**src/rtl/spawn_pkg.sv**
```systemverilog
// Shared types and constants for the obstacle spawner: object kinds, FSM states,
// the lane/kind request word and the lane wrap helper.
package spawn_pkg;

    localparam int NUM_LANES = 3;
    localparam int CD_W      = 8;

    typedef enum logic [1:0] {
        NONE = 2'd0,
        LOW  = 2'd1,
        HIGH = 2'd2,
        COIN = 2'd3
    } kind_t;

    typedef enum logic [1:0] {
        IDLE,
        COUNT,
        PICK,
        OFFER
    } state_t;

    typedef struct packed {
        logic [1:0] lane;
        kind_t      kind;
    } spawn_t;

    function automatic logic [1:0] next_lane(input logic [1:0] lane);
        return (lane >= 2'(NUM_LANES - 1)) ? 2'd0 : lane + 2'd1;
    endfunction

endpackage

```
**src/rtl/spawn_gap_timer.sv**
```systemverilog
// Frame-based cooldown counter: loads a gap in frames and flags the tick that
// ends it. frame_tick is expected to be gated by the caller to the counting phase.
module spawn_gap_timer
    import spawn_pkg::*;
(
    input  logic            clock,
    input  logic            reset,
    input  logic            load,
    input  logic [CD_W-1:0] value,
    input  logic            frame_tick,
    output logic            expire
);

    logic [CD_W-1:0] cooldown;

    // A loaded value of 0 behaves like 1 so the counter can never wrap.
    assign expire = frame_tick && (cooldown <= CD_W'(1));

    always_ff @(posedge clock) begin
        if (reset) begin
            cooldown <= '0;
        end else if (load) begin
            cooldown <= value;
        end else if (frame_tick && !expire) begin
            cooldown <= cooldown - CD_W'(1);
        end
    end

endmodule

```
**src/rtl/obstacle_spawner.sv**
```systemverilog
// Turns the free-running random word into timed lane/kind spawn requests offered
// over valid/ready. Optional coin trails are enabled by defining COIN_TRAIL_EN.
module obstacle_spawner
    import spawn_pkg::*;
#(
    parameter int MIN_GAP        = 20,
    parameter int GAP_RANGE_BITS = 5,
    parameter int COIN_THRESH    = 4,
    parameter int TRAIL_LEN      = 3,
    parameter int TRAIL_GAP      = 4
) (
    input  logic        clock,
    input  logic        reset,
    input  logic        frame_tick,
    input  logic        run,
    input  logic [15:0] rnd,
    output logic        spawn_valid,
    input  logic        spawn_ready,
    output logic [1:0]  spawn_lane,
    output logic [1:0]  spawn_kind,
    output logic [15:0] spawn_count
);

    state_t          state_q, state_d;
    spawn_t          spawn_q, pick;
    logic [1:0]      last_lane_q;
    logic [15:0]     count_q;
    logic            handshake, cd_load, pick_en, expire, tick_en;
    logic [CD_W-1:0] gap_base, gap_value;
    logic            unused_rnd;

    function automatic spawn_t pick_from_rnd(input logic [15:0] r, input logic [1:0] prev);
        spawn_t s;
        s.lane = (r[1:0] != 2'd3) ? r[1:0] : next_lane(prev);
        if (int'(r[7:4]) < COIN_THRESH) begin
            s.kind = COIN;
        end else if (r[8]) begin
            s.kind = HIGH;
        end else begin
            s.kind = LOW;
        end
        return s;
    endfunction

    assign unused_rnd  = ^rnd;
    assign spawn_valid = (state_q == OFFER);
    assign handshake   = spawn_valid && spawn_ready;
    assign tick_en     = frame_tick && (state_q == COUNT);
    assign gap_base    = CD_W'(MIN_GAP) + CD_W'(rnd[GAP_RANGE_BITS-1:0]);

`ifdef COIN_TRAIL_EN
    logic [7:0] trail_q, trail_d;

    // Only a freely picked coin starts a trail; trail coins just count it down.
    always_comb begin
        trail_d = trail_q;
        if (!run) begin
            trail_d = '0;
        end else if (handshake) begin
            if (trail_q != '0) begin
                trail_d = trail_q - 8'd1;
            end else if (spawn_q.kind == COIN) begin
                trail_d = 8'(TRAIL_LEN);
            end
        end
    end

    assign gap_value = (trail_d != '0) ? CD_W'(TRAIL_GAP) : gap_base;

    always_comb begin
        pick = pick_from_rnd(rnd, last_lane_q);
        if (trail_q != '0) begin
            pick.lane = last_lane_q;
            pick.kind = COIN;
        end
    end

    always_ff @(posedge clock) begin
        if (reset) begin
            trail_q <= '0;
        end else begin
            trail_q <= trail_d;
        end
    end
`else
    localparam int unused_trail_cfg = TRAIL_LEN + TRAIL_GAP;

    assign gap_value = gap_base;
    assign pick      = pick_from_rnd(rnd, last_lane_q);
`endif

    spawn_gap_timer u_gap_timer (
        .clock      (clock),
        .reset      (reset),
        .load       (cd_load),
        .value      (gap_value),
        .frame_tick (tick_en),
        .expire     (expire)
    );

    always_comb begin
        state_d = state_q;
        cd_load = 1'b0;
        pick_en = 1'b0;
        case (state_q)
            IDLE: begin
                if (run) begin
                    cd_load = 1'b1;
                    state_d = COUNT;
                end
            end
            COUNT: begin
                if (!run) begin
                    state_d = IDLE;
                end else if (expire) begin
                    state_d = PICK;
                end
            end
            PICK: begin
                if (!run) begin
                    state_d = IDLE;
                end else begin
                    pick_en = 1'b1;
                    state_d = OFFER;
                end
            end
            OFFER: begin
                if (!run) begin
                    state_d = IDLE;
                end else if (spawn_ready) begin
                    cd_load = 1'b1;
                    state_d = COUNT;
                end
            end
            default: state_d = IDLE;
        endcase
    end

    always_ff @(posedge clock) begin
        if (reset) begin
            state_q     <= IDLE;
            spawn_q     <= '0;
            last_lane_q <= 2'd0;
            count_q     <= '0;
        end else begin
            state_q <= state_d;
            if (pick_en) begin
                spawn_q     <= pick;
                last_lane_q <= pick.lane;
            end
            // A handshake counts even in the cycle run drops.
            if (handshake) begin
                count_q <= count_q + 16'd1;
            end
        end
    end

    assign spawn_lane  = spawn_q.lane;
    assign spawn_kind  = spawn_valid ? spawn_q.kind : NONE;
    assign spawn_count = count_q;

endmodule

```
**config.mk**
```make
export PLATFORM = sky130hd
export DESIGN_NAME = obstacle_spawner
export DESIGN_NICKNAME = d
export VERILOG_FILES = /design/src/rtl/spawn_pkg.sv /design/src/rtl/spawn_gap_timer.sv /design/src/rtl/obstacle_spawner.sv
export SDC_FILE = /design/constraint.sdc
export NUM_CORES = 1
export LEC_CHECK = 0
export CORE_MARGIN = 2
export CORE_UTILIZATION = 53
export CTS_BUF_LIST = sky130_fd_sc_hd__clkbuf_8 sky130_fd_sc_hd__clkbuf_16
export CTS_CLUSTER_SIZE = 8
export DETAILED_ROUTE_END_ITERATION = 12
export PLACE_DENSITY = 0.85
export SETUP_SLACK_MARGIN = 0.2
export SLEW_MARGIN = 20
export SYNTH_ARGS = -nofsm -noshare
export SYNTH_HDL_FRONTEND = slang
export SYNTH_HIERARCHICAL = 1
export SYNTH_SLANG_ARGS = --single-unit
```
**constraint.sdc**
```tcl
create_clock -name clock -period 4.8 [get_ports clock]
set_clock_uncertainty 0.05 [all_clocks]
set_input_delay 0.48 -clock clock [delete_from_list [all_inputs] [get_ports clock]]
set_output_delay 0.48 -clock clock [all_outputs]
set_load 0.01 [all_outputs]
```
==> impl_metrics.tcl, run 1 <==
set metrics [dict create \
    core_area_um2 3050 \
    power_frac_comb_pct 19.5 \
    crit_required_ns 4.96 \
    remaining_drc_errors 0 \
    synth_area_um2 1710 \
    fp.dieH_um 60.8 \
    htree_levels 2 \
    hp-start "last_lane_q[1]" \
    irDropWorstVdd_mv 0.204 \
    worstReg2RegStart "state_q[1]" \
    drt-total-wl_um 3430 \
    mostFrequentLayoutCells "clkdlybuf4s50_1 (33), dfxtp_1 (30), nor2_1 (24)" \
    initial_core_util_pct 55.9 \
    cts_tree "done" \
    antenna_cells 0 \
    fp-row-count 20 \
    crit_end "state_q[1]" \
    ys_seq_area_share_pct 35.2 \
    period_needed_ns 2.83 \
    gp_congestion 0.839 \
    io_buffer_count 33 \
    r2r-end "state_q[1]" \
    slew_headroom_pct 60.7 \
    cp.arrival_ns 2.99 \
    synthDistinctLibCells 46 \
    dr.pass1.iters 4 \
    grt_max_degree 34 \
    grt_pass1_wl_um 5620 \
    drtAntennaViolNets 0 \
    drv_cap 0 \
    rsz0062_at_grt "false" \
    clk_latency_ns 0.28 \
    finish.utilization_pct 70.2 \
    p_leak_nw 0.774 \
    clockBufferDepth 2 \
    max_freq_mhz 353 \
    cts_resized 0 \
    cts_setup_buffers 0 \
    setup_ws_ns 1.97 \
    num_vias 1537 \
    syn2layout_area_growth_pct 25.6 \
    synth_edf_count 0 \
    grt_pass1_vias 1335 \
    synth_ff_type "dfxtp_1" \
    hpwlAfterDp_um 2450 \
    pwr-share-seq_pct 47.9 \
    whs_ns 0.431 \
    ys_ff_latch 30 \
    drt-initial-drc-count 58 \
    postSynthAreaPerCell_um2 8.50 \
    p_clk_share_pct 32.5 \
    regArea_um2 601 \
    die_w_um 60.8 \
    p_switching_mw 0.169 \
    vias_per_cell 5.51 \
    tightest_slew_ns 0.585 \
    yosys-top-cells-area "dfxtp_1 (35%), ha_1 (6.6%), nor2_1 (5.3%), a21oi_1 (3.8%), xnor2_1 (3.1%)" \
    p_int_mw 0.410 \
    place_ws_ns 1.77 \
    multi_input_comb_area_um2 1020 \
    ys_async_sr_fraction_pct 0 \
    clock-root-buffer "clkbuf_8" \
    worstPathMaxFanout 10 \
    fillers 236 \
    overflow 0 \
    grt_use_met1_pct 27.1 \
    worstSetupStartpoint "state_q[1]" \
    synth_top_area_share_pct 35.2 \
    io_pins 42 \
    gr-max-usage-layer "met2" \
    hold_viol 0 \
    met3_usage_pct 4.90 \
    cts.sinks 30 \
    crit_path_end_kind "register" \
    numCtsBuffers 5 \
    power.density_nw_per_um2 270 \
    finalSetupTns_ns 0 \
    nets 265 \
    synth-warning-count 6 \
    wl_per_cell_um 12.3 \
    hold_path.class "reg -> reg" \
    cts.clk_slew.worst_paths_ns 0.06 \
    r2r_slack_ns 1.97 \
    synth_cells 201 \
    globalRouteMet2Util_pct 30.6 \
    crit_path_start_kind "register" \
    p_sw_share_pct 29.3 \
    fin_crit_sh_pct 59.0 \
    final_common_cell "clkdlybuf4s50_1" \
    setup_viol 0 \
    drive_gt1_share_pct 8.51 \
    track_usage_pct 20.3 \
    antenna_found_initial 0 \
    path_class "reg -> reg" \
    status "complete, no violations" \
    synth_area_leader_cell "dfxtp_1" \
    hold_buffers 0 \
    drv_slew 0 \
    reg2reg_depth 9 \
    die_area_um2 3690 \
]
registers in the layout (all words and copies together) (netlist names):
register              flops
spawn_count              16
u_gap_timer/cooldown      8
last_lane_q               2
spawn_q                   2
state_q                   2
layout make-up:
cell class	count	area share, %
Clock buffer	5	3.21
Clock inverter	2	0.467
Inverter	11	1.93
Multi-Input combinational cell	152	47.7
Sequential cell	30	28.0
Tap cell	44	2.57
Timing Repair Buffer	35	16.1
layer usage:
| layer | share of wire, % | vias to the layer above |
|---|---|---|
| met5 | 0 | - |
| met4 | 1.7 | 0 |
| met1 | 49 | 714 |
| met2 | 46 | 29 |
| met3 | 3.5 | 7 |
| li1 | - | 787 |
cell families after synthesis:
group                      after synthesis  share of synthesized area (%)
muxes                                    1                          0.659
other                                    1                          0.220
adders and majority gates                9                           6.59
xor gates and xnor gates                12                           6.15
and+or+nand+nor                         84                           28.4
AOI/OAI and AO/OA                       44                           17.7
buffers and inverters                   20                           5.13
DFF                                     30                           35.2
worst max-delay path, cell delays in order, from the launching register on:
cell and delay (ns):
dfxtp_1 0.36, inv_1 0.12, ha_1 0.20, and2_1 0.34
nor4b_1 0.44, nor3b_1 0.26, nand2b_1 0.13, a31oi_1 0.14
or4b_1 0.54, a21oi_1 0.16
metrics by stage:
stage / area [µm²] / total power, mW / instances
3_5_place_dp: 2070 / 0.394 / 272
6_report: 2140 / 0.579 / 279
3_3_place_gp: 2070 / 0.392 / 272
5_1_grt: 2140 / 0.611 / 279
4_1_cts: 2140 / 0.580 / 279
2_1_floorplan: 1710 / 0.362 / 202
worst min path at each step:
stage                                end  cells past startpoint
after detailed placement  last_lane_q[1]                      2
after global placement    last_lane_q[1]                      2
after global routing      last_lane_q[0]                      2
after CTS                 last_lane_q[1]                      2
final                     last_lane_q[1]                      2
after floorplan           last_lane_q[1]                      2
cells in the mapped netlist, types with 5 or more instances:
cell type / n
nor4_1: 5
nor3_1: 6
nand4_1: 6
nand3_1: 7
clkbuf_1: 5
inv_1: 11
xor2_1: 6
nand2_1: 13
nor2_1: 24
ha_1: 9
a21oi_1: 13
xnor2_1: 6
dfxtp_1: 30
power by group through the flow:
| stage | sequential, mW | combinational [mW] | clock [mW] |
|---|---|---|---|
| 2_1_floorplan | 0.279 | 0.0828 | 0 |
| 3_3_place_gp | 0.283 | 0.109 | 0 |
| 3_5_place_dp | 0.282 | 0.112 | 0 |
| 4_1_cts | 0.277 | 0.113 | 0.191 |
| 5_1_grt | 0.280 | 0.128 | 0.203 |
| 6_report | 0.278 | 0.113 | 0.188 |
Power figures use the tool's default switching activity.
==> run 2: changes to the inputs <==
--- a/config.mk
+++ b/config.mk
@@ -6,11 +6,11 @@
 export NUM_CORES = 1
 export LEC_CHECK = 0
 export CORE_MARGIN = 2
-export CORE_UTILIZATION = 53
+export CORE_UTILIZATION = 49
 export CTS_BUF_LIST = sky130_fd_sc_hd__clkbuf_8 sky130_fd_sc_hd__clkbuf_16
 export CTS_CLUSTER_SIZE = 8
 export DETAILED_ROUTE_END_ITERATION = 12
-export PLACE_DENSITY = 0.85
+export PLACE_DENSITY = 0.79
 export SETUP_SLACK_MARGIN = 0.2
 export SLEW_MARGIN = 20
 export SYNTH_ARGS = -nofsm -noshare
==> constraint.sdc (replaced) <==
create_clock -name clock -period 2.7 [get_ports clock]
set_clock_uncertainty 0.05 [all_clocks]
set_input_delay 0.27 -clock clock [delete_from_list [all_inputs] [get_ports clock]]
set_output_delay 0.27 -clock clock [all_outputs]
set_load 0.01 [all_outputs]
==> run 2 against run 1 <==
Net effect:
- combinational power increased by 89%
- global-route usage fell by 0.82 points
- first-iteration DRC count up 60%
- register-to-register slack worse by 1.6 ns
- clock power rose by 93%
- routed wire length rose by 3.9%
- final cell count rose by 1.8%
- worst hold slack gained 0.0030 ns
- setup slack worse by 1.6 ns
- die area grew 7.6%
- critical path type unchanged
==> impl_metrics.tcl, run 2 (synthesis gave the netlist of run 1 again) <==
set metrics [dict create \
    whs_path_depth 2 \
    grt_pass1_vias 1441 \
    syn2layout_area_growth_pct 29.0 \
    worstPathMaxFanout 6 \
    path_cells "inv_1 > ha_2 > and2_1 > nor4b_4 > nor3b_2 > nand2b_1 > a31oi_2 > or4b_1 > a21oi_1" \
    clk_latency_ns 0.28 \
    numCtsBuffers 5 \
    die_area_um2 3970 \
    max_freq_mhz 425 \
    core_area_um2 3340 \
    grt_pass1_wl_um 6250 \
    r2r-end "state_q[1]" \
    drv_cap 0 \
    setup_viol 0 \
    clock-root-buffer "clkbuf_8" \
    power.density_nw_per_um2 488 \
    cts_tree "done" \
    tightest_slew_ns 0.709 \
    fp-row-count 21 \
    clockBufferDepth 2 \
    initial_core_util_pct 51.2 \
    rsz0062_at_grt "false" \
    gp_congestion 0.829 \
    cts.sinks 30 \
    htree_levels 2 \
    fin_crit_sh_pct 87.1 \
    largest_reg_flops 16 \
    drt-initial-drc-count 93 \
    crit_required_ns 2.85 \
    wl_per_cell_um 12.6 \
    r2r_slack_ns 0.35 \
    nets 267 \
    antenna_cells 0 \
    slew_headroom_pct 52.3 \
    grt_max_degree 21 \
    whs_ns 0.434 \
    hp-start "last_lane_q[0]" \
    crit_path_end_kind "register" \
    overflow 0 \
    cp_slowest_cell "or4b_1" \
    hpwlAfterDp_um 2490 \
    vias_per_cell 5.52 \
    hold_buffers 0 \
    hold_path.class "reg -> reg" \
    fp.dieH_um 63.0 \
    worstReg2RegStart "state_q[1]" \
    mostFrequentLayoutCells "clkdlybuf4s50_1 (33), dfxtp_1 (30), nor2_1 (24)" \
    die_w_um 63.0 \
    drv_slew 0 \
    finalSetupTns_ns 0 \
    hold_viol 0 \
    cp.arrival_ns 2.50 \
    crit_path_max_incr_delay_ns 0.52 \
    io_buffer_count 33 \
    remaining_drc_errors 0 \
    cts.clk_slew.worst_paths_ns 0.06 \
    drive_gt1_share_pct 10.9 \
    final_common_cell "clkdlybuf4s50_1" \
    reg2reg_depth 9 \
    drtAntennaViolNets 0 \
    status "complete, no violations" \
    track_usage_pct 19.5 \
    p_leak_nw 0.798 \
    path_class "reg -> reg" \
    irDropWorstVdd_mv 0.316 \
    drt-total-wl_um 3570 \
    dr.pass1.iters 4 \
    crit_path_start_kind "register" \
    num_vias 1568 \
    min_to "last_lane_q[0]" \
    period_needed_ns 2.35 \
    io_pins 42 \
    antenna_found_initial 0 \
]
==> run 2: layer usage <==
metal / wire, µm / track usage, % / vias up
li1: - / - / 789
met1: 1660 / 24.0 / 721
met2: 1670 / 32.4 / 50
met3: 185 / 5.05 / 8
met4: 46 / 7.22 / 0
met5: 0 / 0 / -
==> run 2: critical path: cells and delay by family, from the launching register on <==
kind                       cells  cell delay, ns
and+or+nand+nor                5            1.28
DFF                            1            0.36
AOI/OAI and AO/OA              2            0.28
adders and majority gates      1            0.20
buffers and inverters          1            0.11
==> run 2: worst max-delay path by stage <==
stage | start | cells after the start | slack [ns] | endpoint
2_1_floorplan | state_q[1] | 10 | 0.21 | state_q[1]
3_3_place_gp | frame_tick | 8 | 0.25 | state_q[1]
3_5_place_dp | frame_tick | 8 | 0.16 | state_q[1]
4_1_cts | state_q[1] | 9 | 0.28 | state_q[1]
5_1_grt | state_q[1] | 9 | 0.20 | state_q[1]
6_report | state_q[1] | 9 | 0.35 | state_q[1]
==> run 2: cell type report <==
cell class | count | area, µm²
Inverter | 11 | 41.3
Timing Repair Buffer | 37 | 360
Multi-Input combinational cell | 152 | 1050
Fill cell | 303 | 1130
Clock inverter | 2 | 8.76
Sequential cell | 30 | 601
Clock buffer | 6 | 82.6
Tap cell | 46 | 57.6
==> run 2: repair_timing <==
item                                    CTS  global route
setup buffers                             0             1
gates resized for setup                   1             4
endpoints found under the setup margin    1             1
==> run 2: power by group <==
| group | switching (mW) | leakage (nW) | internal, mW | total, mW |
|---|---|---|---|---|
| clock network | 0.160 | 0.0524 | 0.201 | 0.362 |
| logic | 0.117 | 0.502 | 0.0968 | 0.214 |
| registers | 0.0324 | 0.244 | 0.467 | 0.499 |
==> run 2: metrics by stage <==
| stage | instances | worst slack (ns) | instance area [µm²] | total power [mW] | util (%) |
|---|---|---|---|---|---|
| global route | 284 | 0.202 | 2200 | 1.13 | 66.0 |
| CTS | 283 | 0.276 | 2170 | 1.07 | 65.1 |
| detailed placement | 275 | 0.160 | 2080 | 0.704 | 62.2 |
| floorplan | 202 | 0.208 | 1710 | 0.643 | - |
| global placement | 275 | 0.253 | 2080 | 0.700 | 62.2 |
| finish | 284 | 0.347 | 2200 | 1.07 | 66.0 |
